===== src/rtl/pll_lock_mon_pkg.sv =====
// Shared types and helpers for the PLL lock supervisor.
// Holds the supervisor state enum, the shared-timer width helper and the
// statistics-counter saturation helper.
package pll_lock_mon_pkg;

  typedef enum logic [1:0] {
    PLLRST = 2'd0,
    WAIT   = 2'd1,
    STABLE = 2'd2,
    RUN    = 2'd3
  } pll_mon_state_t;

  // Widest statistics counter the saturation helper can describe.
  localparam int unsigned CNT_W_MAX = 32;

  // One timer serves every state, so it is sized for the longest interval.
  function automatic int unsigned tmr_width(input int unsigned timeout_cyc,
                                            input int unsigned stable_cyc,
                                            input int unsigned rstpulse_cyc);
    int unsigned m;
    m = timeout_cyc;
    if (stable_cyc > m) m = stable_cyc;
    if (rstpulse_cyc > m) m = rstpulse_cyc;
    return (m < 2) ? 1 : $clog2(m);
  endfunction

  // All-ones value of a w-bit counter: the value at which it stops counting.
  function automatic logic [CNT_W_MAX-1:0] cnt_sat_max(input int unsigned w);
    logic [CNT_W_MAX-1:0] v;
    if (w >= CNT_W_MAX) v = '1;
    else                v = (CNT_W_MAX'(1) << w) - CNT_W_MAX'(1);
    return v;
  endfunction

endpackage


===== src/rtl/sync_2ff.sv =====
// Generic two-flop synchroniser for asynchronous level inputs.
// Both flops clear on a synchronous active-low reset.
module sync_2ff #(
  parameter int unsigned W = 1
) (
  input  logic         clk,
  input  logic         rst_n,
  input  logic [W-1:0] d,
  output logic [W-1:0] q
);

  logic [W-1:0] meta_q;

  // Two-stage capture; only the second stage is used downstream.
  always_ff @(posedge clk) begin
    if (!rst_n) begin
      meta_q <= '0;
      q      <= '0;
    end else begin
      meta_q <= d;
      q      <= meta_q;
    end
  end

endmodule


===== src/rtl/pll_lock_mon.sv =====
// PLL lock supervisor. Synchronises pll_lock, drives the PLL reset pulse,
// qualifies lock for STABLE_CYC cycles before releasing sys_rst_n, re-resets
// the PLL on acquisition timeout and re-asserts sys_rst_n on lock loss.
// Optional statistics counters are built when PLL_LOCK_MON_STAT_EN is
// defined; otherwise loss_cnt/timeout_cnt read as 0.
// dbg_state exposes the registered FSM state (pll_mon_state_t encoding).
module pll_lock_mon
  import pll_lock_mon_pkg::*;
#(
  parameter int unsigned STABLE_CYC   = 1024,
  parameter int unsigned TIMEOUT_CYC  = 65536,
  parameter int unsigned RSTPULSE_CYC = 16,
  parameter int unsigned CNT_W        = 8
) (
  input  logic             clk,
  input  logic             rst_n,
  input  logic             pll_lock,
  output logic             pll_rst,
  output logic             sys_rst_n,
  output logic             locked,
  output logic [CNT_W-1:0] loss_cnt,
  output logic [CNT_W-1:0] timeout_cnt,
  output logic [1:0]       dbg_state
);

  localparam int unsigned TMR_W = tmr_width(TIMEOUT_CYC, STABLE_CYC, RSTPULSE_CYC);

  // Last timer value of each timed interval.
  localparam logic [TMR_W-1:0] RST_LAST = TMR_W'(RSTPULSE_CYC - 1);
  localparam logic [TMR_W-1:0] TO_LAST  = TMR_W'(TIMEOUT_CYC - 1);
  localparam logic [TMR_W-1:0] ST_LAST  = TMR_W'(STABLE_CYC - 1);

  logic           lock_s;
  pll_mon_state_t state_q, state_d;
  logic [TMR_W-1:0] tmr_q, tmr_d;

  sync_2ff #(.W(1)) u_lock_sync (
    .clk   (clk),
    .rst_n (rst_n),
    .d     (pll_lock),
    .q     (lock_s)
  );

  // Next-state and shared-timer logic; every transition clears the timer.
  always_comb begin
    state_d = state_q;
    tmr_d   = tmr_q;
    case (state_q)
      PLLRST: begin
        if (tmr_q == RST_LAST) begin
          state_d = WAIT;
          tmr_d   = '0;
        end else begin
          tmr_d = tmr_q + TMR_W'(1);
        end
      end
      WAIT: begin
        if (lock_s) begin
          state_d = STABLE;
          tmr_d   = '0;
        end else if (tmr_q == TO_LAST) begin
          state_d = PLLRST;
          tmr_d   = '0;
        end else begin
          tmr_d = tmr_q + TMR_W'(1);
        end
      end
      STABLE: begin
        if (!lock_s) begin
          state_d = WAIT;
          tmr_d   = '0;
        end else if (tmr_q == ST_LAST) begin
          state_d = RUN;
          tmr_d   = '0;
        end else begin
          tmr_d = tmr_q + TMR_W'(1);
        end
      end
      RUN: begin
        if (!lock_s) begin
          state_d = WAIT;
          tmr_d   = '0;
        end
      end
      default: begin
        state_d = PLLRST;
        tmr_d   = '0;
      end
    endcase
  end

  // State, timer and outputs register together, decoded from the next state.
  always_ff @(posedge clk) begin
    if (!rst_n) begin
      state_q   <= PLLRST;
      tmr_q     <= '0;
      pll_rst   <= 1'b1;
      sys_rst_n <= 1'b0;
      locked    <= 1'b0;
    end else begin
      state_q   <= state_d;
      tmr_q     <= tmr_d;
      pll_rst   <= (state_d == PLLRST);
      sys_rst_n <= (state_d == RUN);
      locked    <= (state_d == RUN);
    end
  end

  assign dbg_state = state_q;

`ifdef PLL_LOCK_MON_STAT_EN
  localparam logic [CNT_W-1:0] CNT_MAX = CNT_W'(cnt_sat_max(CNT_W));

  logic [CNT_W-1:0] loss_q, to_q;

  // Saturating event counters: loss leaves RUN, timeout leaves WAIT for PLLRST.
  always_ff @(posedge clk) begin
    if (!rst_n) begin
      loss_q <= '0;
      to_q   <= '0;
    end else begin
      if (state_q == RUN && state_d == WAIT && loss_q != CNT_MAX)
        loss_q <= loss_q + CNT_W'(1);
      if (state_q == WAIT && state_d == PLLRST && to_q != CNT_MAX)
        to_q <= to_q + CNT_W'(1);
    end
  end

  assign loss_cnt    = loss_q;
  assign timeout_cnt = to_q;
`else
  assign loss_cnt    = '0;
  assign timeout_cnt = '0;
`endif

endmodule


===== config.mk =====
export PLATFORM = sky130hd
export DESIGN_NAME = pll_lock_mon
export DESIGN_NICKNAME = d
export VERILOG_FILES = /design/src/rtl/pll_lock_mon_pkg.sv /design/src/rtl/sync_2ff.sv /design/src/rtl/pll_lock_mon.sv
export SDC_FILE = /design/constraint.sdc
export NUM_CORES = 1
export LEC_CHECK = 0
export ABC_AREA = 0
export CORE_UTILIZATION = 55
export DETAILED_ROUTE_END_ITERATION = 6
export PLACE_DENSITY = 0.84
export SYNTH_ARGS = -nofsm -noshare
export SYNTH_HDL_FRONTEND = slang
export SYNTH_HIERARCHICAL = 1
export SYNTH_SLANG_ARGS = --single-unit

===== constraint.sdc =====
create_clock -name clk -period 5.3 [get_ports clk]
set_input_delay 1.06 -clock clk [delete_from_list [all_inputs] [get_ports clk]]
set_output_delay 1.06 -clock clk [all_outputs]
set_load 0.1 [all_outputs]

==> results of run 1 <==
[layout by cell type (no fill, tap or decap), types with 5 or more instances in the layout]
| cell | instances |
|---|---|
| inv_1 | 5 |
| nand2_1 | 10 |
| a21oi_1 | 6 |
| xor2_1 | 6 |
| conb_1 | 16 |
| nor2_1 | 16 |
| dfxtp_1 | 22 |
| xnor2_1 | 5 |
| nand4_1 | 5 |
| nor3_1 | 6 |
| clkdlybuf4s50_1 | 7 |
[registers in the layout, indices dropped and copies added (netlist names)]
name / count
u_lock_sync/q: 1
u_lock_sync/meta_q: 1
pll_rst: 1
dbg_state: 2
tmr_q: 16
locked: 1
[where the power goes]
| group | internal (mW) | switching [mW] |
|---|---|---|
| Combinational | 0.00475 | 0.0547 |
| Sequential | 0.168 | 0.00249 |
| Clock | 0.0265 | 0.0459 |
| Total | 0.199 | 0.103 |
[metal layers]
layer	track usage, %	vias up	wire length, um
met2	32.4	51	1020
met4	9.52	0	72
li1	-	484	-
met3	5.25	13	154
met5	0	-	0
met1	27.3	448	979
[cell type report]
type / count / area, um^2
Tap cell: 27 / 33.8
Sequential cell: 22 / 440
Inverter: 5 / 18.8
Timing Repair Buffer: 7 / 70.1
Fill cell: 183 / 761
Clock buffer: 3 / 22.5
Multi-Input combinational cell: 111 / 696
[path summary, 6_finish.rpt]
| path | from | to | depth (start not counted) |
|---|---|---|---|
| worst max-delay path | dbg_state[0] | dbg_state[0] | 1 |
| worst min-delay path | u_lock_sync/meta_q | u_lock_sync/q | 1 |
| worst max register to register | tmr_q[0] | tmr_q[11] | 6 |
| worst min register to register | u_lock_sync/meta_q | u_lock_sync/q | 1 |
[metrics by stage]
| stage | utilization [%] | instance area (um^2) |
|---|---|---|
| floorplan | - | 1310 |
| global placement | 61.6 | 1260 |
| detailed placement | 61.6 | 1260 |
| CTS | 62.7 | 1280 |
| global route | 62.7 | 1280 |
| finish | 62.7 | 1280 |
[cell families after synthesis]
kind of cell	after synthesis
xor+xnor	11
simple gates	62
buf+inv	26
fa+ha+maj	1
compound gates	21
flops	22
other cells	1
==> summary.md, run 1 <==
| Metric | Value |
|---|---|
| Die width | 49.7 um |
| H-Tree Depth | 1 |
| Maximum number of pins on one net before global-route repair | 16 |
| Global-route wire length before repair | between 3000 and 4000 um |
| CP max FO | 12 |
| Compound-Gate Fraction of Synth Area | 12.6% |
| NumNets Final | around 150 |
| Fin crit share | 58.8% |
| Final setup vio count | 0 |
| Min Tclk post-route | 3.12 ns |
| Root Driver | clkbuf_4 |
| Place WS | 2.53 ns |
| Initial core utilization | 61.2% |
| Clk_lat worst skew | 0.30 ns |
| Resize count post-CTS | 0 |
| Worst setup SP type | flip-flop |
| CTS max path bufs | 2 |
| Yosys warns | 6 |
| Crit path max-delay family | buffers and inverters |
| Critical path data arrival time | 2.06 ns |
| Dpl cells | 172 |
| Worst path bufs/invs | 1 |
| Distinct cells, synth | 42 |
| FF+latch count, synth | 22 |
| Die H | 49.7 um |
| Die ar. | 0.00247 mm^2 |
| Drt pass-1 iters | 4 |
| Simple-gate share of the synthesized area | 29.5% |
| Layout area overhead | 2.50% |
| Total Power | 302 uW |
| Initial antenna violation count | 0 |
| # diodes | 0 |
| Routed wire length per instance | approximately 13 um |
| Adder-Cell Fraction of Synth Area | about 1% |
| GRT Total Usage | 21.0% |
| XOR/XNOR Fraction of Synth Area | 7.71% |
| Pwr per Cell Area | 236 mW/mm^2 |
| Slew headroom | 34.6% |
| Synth area leaders | dfxtp_1 35%, buf_4 10%, nor2_1 4.8% |
| Fin. Hold Viols | 0 |
| Slew @ Worst Pin | 0.977 ns |
| # Post-CTS Setup Buffers | 0 |
| Most frequent cells after synthesis | 22 x dfxtp_1, 17 x buf_4, 16 x nor2_1, 10 x nand2_1 |
| Port buffer count | 7 |
| Worst setup EP type | output pin |
| Share of layout cells above drive strength 1 | 8.11% |
| CP Class | reg -> out |
| Mapped Cells | 144 |
| CTS Sinks | 22 |
| Synth Flop Type | dfxtp_1 |
| Fin Hold WS | 0.442 ns |
| Maximum clock rate | 321 MHz |
| DR vias | 996 |
| Total grt overflow | 0 |
| Cell-by-cell trace of the critical path | clkdlybuf4s50_1 |
| IR drop worst, VDD | 0.167 mV |
| Layout Cells excl Fill | 175 |
| Main combinational cell family by area after synthesis | simple AND/OR/NAND/NOR gates |
| Cts bufs inserted | 3 |
| Row count | 16 |
| Max-cap violations | 0 |
| Multiplexer share of the synthesized area | 0% |
| Skew final | 0.00643 ns |
| Post-CTS Hold Buffers | 0 |
| Setup WS post-layout | about 2.2 ns |
| DRC | 0 |
| First DRT Iteration DRCs | 36 |
| IO Pins | 24 |
| Number of synthesized flops with an enable pin | 0 |
| Final wirelength | approximately 2200 um |
| Pleak | 0.479 nW |
| Largest area contributor in the netlist | dfxtp_1 |
| Final antenna-violating net count | 0 |
| Crit-path slowest cell | clkdlybuf4s50_1 |
| Vias in the first global route | roughly 880 |
| DR vias/cell | roughly 5.7 |
| Dpl hpwl | about 1600 um |
| Avg Synthesized Cell Area | 8.68 um^2 |
| Fin Setup TNS | 0 ns |
| Reg2Reg Setup Slack | roughly 2.7 ns |
| CTS tree | yes |
| CP required | 4.24 ns |
| Ys async rst share | 0% |
| Routability cong. | 0.886 |
| Fin. max-slew vios | 0 |
| Status | completed |
| Sequential-to-total area share from yosys stat | 35.2% |
| Placeable Area | 0.00204 mm^2 |
| HP Class | reg -> reg |
| Clock slew at reported path FFs | 0.10 ns |
| Worst stage delay on the critical path | around 1.2 ns |
| Synthesized cell area | ~0.0012 mm^2 |
| RSZ-0062 raised after global routing | no |
| Leading cell type by number of instances after synthesis | dfxtp_1 |
| Share of the synthesized area in the top cell type | 35.2% |
Note: power is estimated with default switching activity, not from simulation.
==> run 2: changes to the inputs <==
--- a/config.mk
+++ b/config.mk
@@ -6,9 +6,9 @@
 export NUM_CORES = 1
 export LEC_CHECK = 0
 export ABC_AREA = 0
-export CORE_UTILIZATION = 55
+export CORE_UTILIZATION = 51
 export DETAILED_ROUTE_END_ITERATION = 6
-export PLACE_DENSITY = 0.84
+export PLACE_DENSITY = 0.79
 export SYNTH_ARGS = -nofsm -noshare
 export SYNTH_HDL_FRONTEND = slang
 export SYNTH_HIERARCHICAL = 1
==> constraint.sdc (replaced) <==
create_clock -name clk -period 3.1 [get_ports clk]
set_input_delay 0.62 -clock clk [delete_from_list [all_inputs] [get_ports clk]]
set_output_delay 0.62 -clock clk [all_outputs]
set_load 0.1 [all_outputs]
==> run 2 against run 1 <==
Effect of this change:
- critical path depth grew 5
- design area up 0.20%
- clock-buffer cell count up 1
- sequential cell count unchanged
- setup slack got worse by 1.6 ns
- sequential power rose by 72%
- total power increased by 82%
- wire length up 3.2%
- first-iteration DRC count increased by 44%
- clock skew fell by 0.0049 ns
- non-clock buffer count unchanged
- largest power group unchanged
==> summary.md, run 2 (same netlist as run 1, synthesis figures left out) <==
| Metric | Value |
|---|---|
| # Post-CTS Setup Buffers | 0 |
| Pleak | slightly below 0.5 nW |
| Total grt overflow | 0 |
| CP required | between 3 and 4 ns |
| Row count | 17 |
| Worst stage delay on the critical path | just over 0.6 ns |
| Fin. Hold Viols | 0 |
| Drt pass-1 iters | 4 |
| DR vias | around 1000 |
| CP Class | reg -> reg |
| Setup WS post-layout | 0.614 ns |
| RSZ-0062 raised after global routing | no |
| GRT Total Usage | 19.3% |
| Dpl hpwl | 1710 um |
| Root Driver | clkbuf_4 |
| Port buffer count | 7 |
| Final antenna-violating net count | 0 |
| Worst setup EP type | flip-flop |
| Vias in the first global route | about 860 |
| Initial core utilization | between 50% and 60% |
| Resize count post-CTS | 0 |
| IR drop worst, VDD | between 0.2 and 0.25 mV |
| CP max FO | 15 |
| Pwr per Cell Area | roughly 430 mW/mm^2 |
| Skew final | ~0.0015 ns |
| Routability cong. | slightly below 0.9 |
| Fin crit share | 80.2% |
| Cell-by-cell trace of the critical path | ha_1, nand2_1, nor4_1, a31oi_1, o31ai_4, nor2_1 |
| Total Power | 551 uW |
| Placed Area | 0.00125 mm^2 |
| First DRT Iteration DRCs | 52 |
| Dpl cells | roughly 170 |
| Reg with most FFs | tmr_q |
| Design Area, Final | 0.00128 mm^2 |
| Fin. max-slew vios | 0 |
| Final cell utilization of the core | a little under three fifths |
| Post-CTS Hold Buffers | 0 |
| Most common cell after layout, fill and taps aside | dfxtp_1 |
| Status | completed |
| Placeable Area | 0.00225 mm^2 |
| Die H | between 50 and 60 um |
| HP Class | reg -> reg |
| Die width | 51.5 um |
| Maximum number of pins on one net before global-route repair | 16 |
| Critical Path Start | tmr_q[0] |
| Max-cap violations | 0 |
| Worst setup SP type | flip-flop |
| CTS Sinks | 22 |
| Worst R2R Start | tmr_q[0] |
| DR vias/cell | 5.57 |
| Global-route wire length before repair | 3740 um |
| Min Tclk post-route | 2.49 ns |
| Critical path data arrival time | ~2.7 ns |
| IO Pins | 24 |
| Share of layout cells above drive strength 1 | 12.1% |
| Slew headroom | 55.1% |
| Clk_lat worst skew | 0.31 ns |
| Clock slew at reported path FFs | 0.12 ns |
| Layout area overhead | 2.70% |
| Place WS | around 0.67 ns |
| Layout Cells excl Fill | 177 |
| Final wirelength | 2290 um |
| # fillers | approximately 230 |
| DRC | 0 |
| H-Tree Depth | 1 |
| NumNets Final | 154 |
| Largest register FFs | 16 |
| # diodes | 0 |
| Cts bufs inserted | 3 |
| Most frequent cells in the layout | 22 x dfxtp_1, 16 x nor2_1, 16 x conb_1, 10 x nand2_1 |
| Hold wc startpoint | u_lock_sync/meta_q |
| Initial antenna violation count | 0 |
| CTS max path bufs | 2 |
| Fin Hold WS | 0.450 ns |
| Final setup vio count | 0 |
| Maximum clock rate | 402 MHz |
| Crit-path slowest cell | o31ai_4 |
| Die ar. | 0.00265 mm^2 |
| Slew @ Worst Pin | around 0.67 ns |
| CTS tree | yes |
| Fin Setup TNS | 0 ns |
| Routed wire length per instance | 12.9 um |
run 2: worst max-delay path: cells and delay by family, from the launching register on:
| family | cells | cell delay, ns |
|---|---|---|
| AOI/OAI and AO/OA | 2 | 0.93 |
| adders and majority gates | 1 | 0.23 |
| DFF | 1 | 0.39 |
| and+or+nand+nor | 3 | 0.79 |
run 2: area by class of cell:
cell class                      count  area [um^2]  area share, %
Inverter                            5         18.8           1.46
Timing Repair Buffer                7         57.6           4.48
Clock buffer                        4         36.3           2.83
Tap cell                           28         35.0           2.73
Multi-Input combinational cell    111          696           54.2
Sequential cell                    22          440           34.3
run 2: worst paths after layout:
| check | depth (start not counted) | slack (ns) | end |
|---|---|---|---|
| worst max-delay path | 6 | 0.61 | tmr_q[6] |
| worst min-delay path | 1 | 0.45 | u_lock_sync/q |
| worst max register to register | 6 | 0.61 | tmr_q[6] |
| worst min register to register | 1 | 0.45 | u_lock_sync/q |
run 2: metal layers:
metal	wire [um]	global-route usage (%)
met5	0	0
met3	82	2.63
met4	47	9.91
met2	1150	32.5
met1	1010	23.9
run 2: power by group:
part	switching, mW	total (mW)	internal, mW	leakage, nW
Sequential	0.00460	0.292	0.287	0.178
Clock	0.0851	0.157	0.0718	0.0210
Combinational	0.0939	0.102	0.00831	0.295
Total	0.184	0.551	0.367	0.494
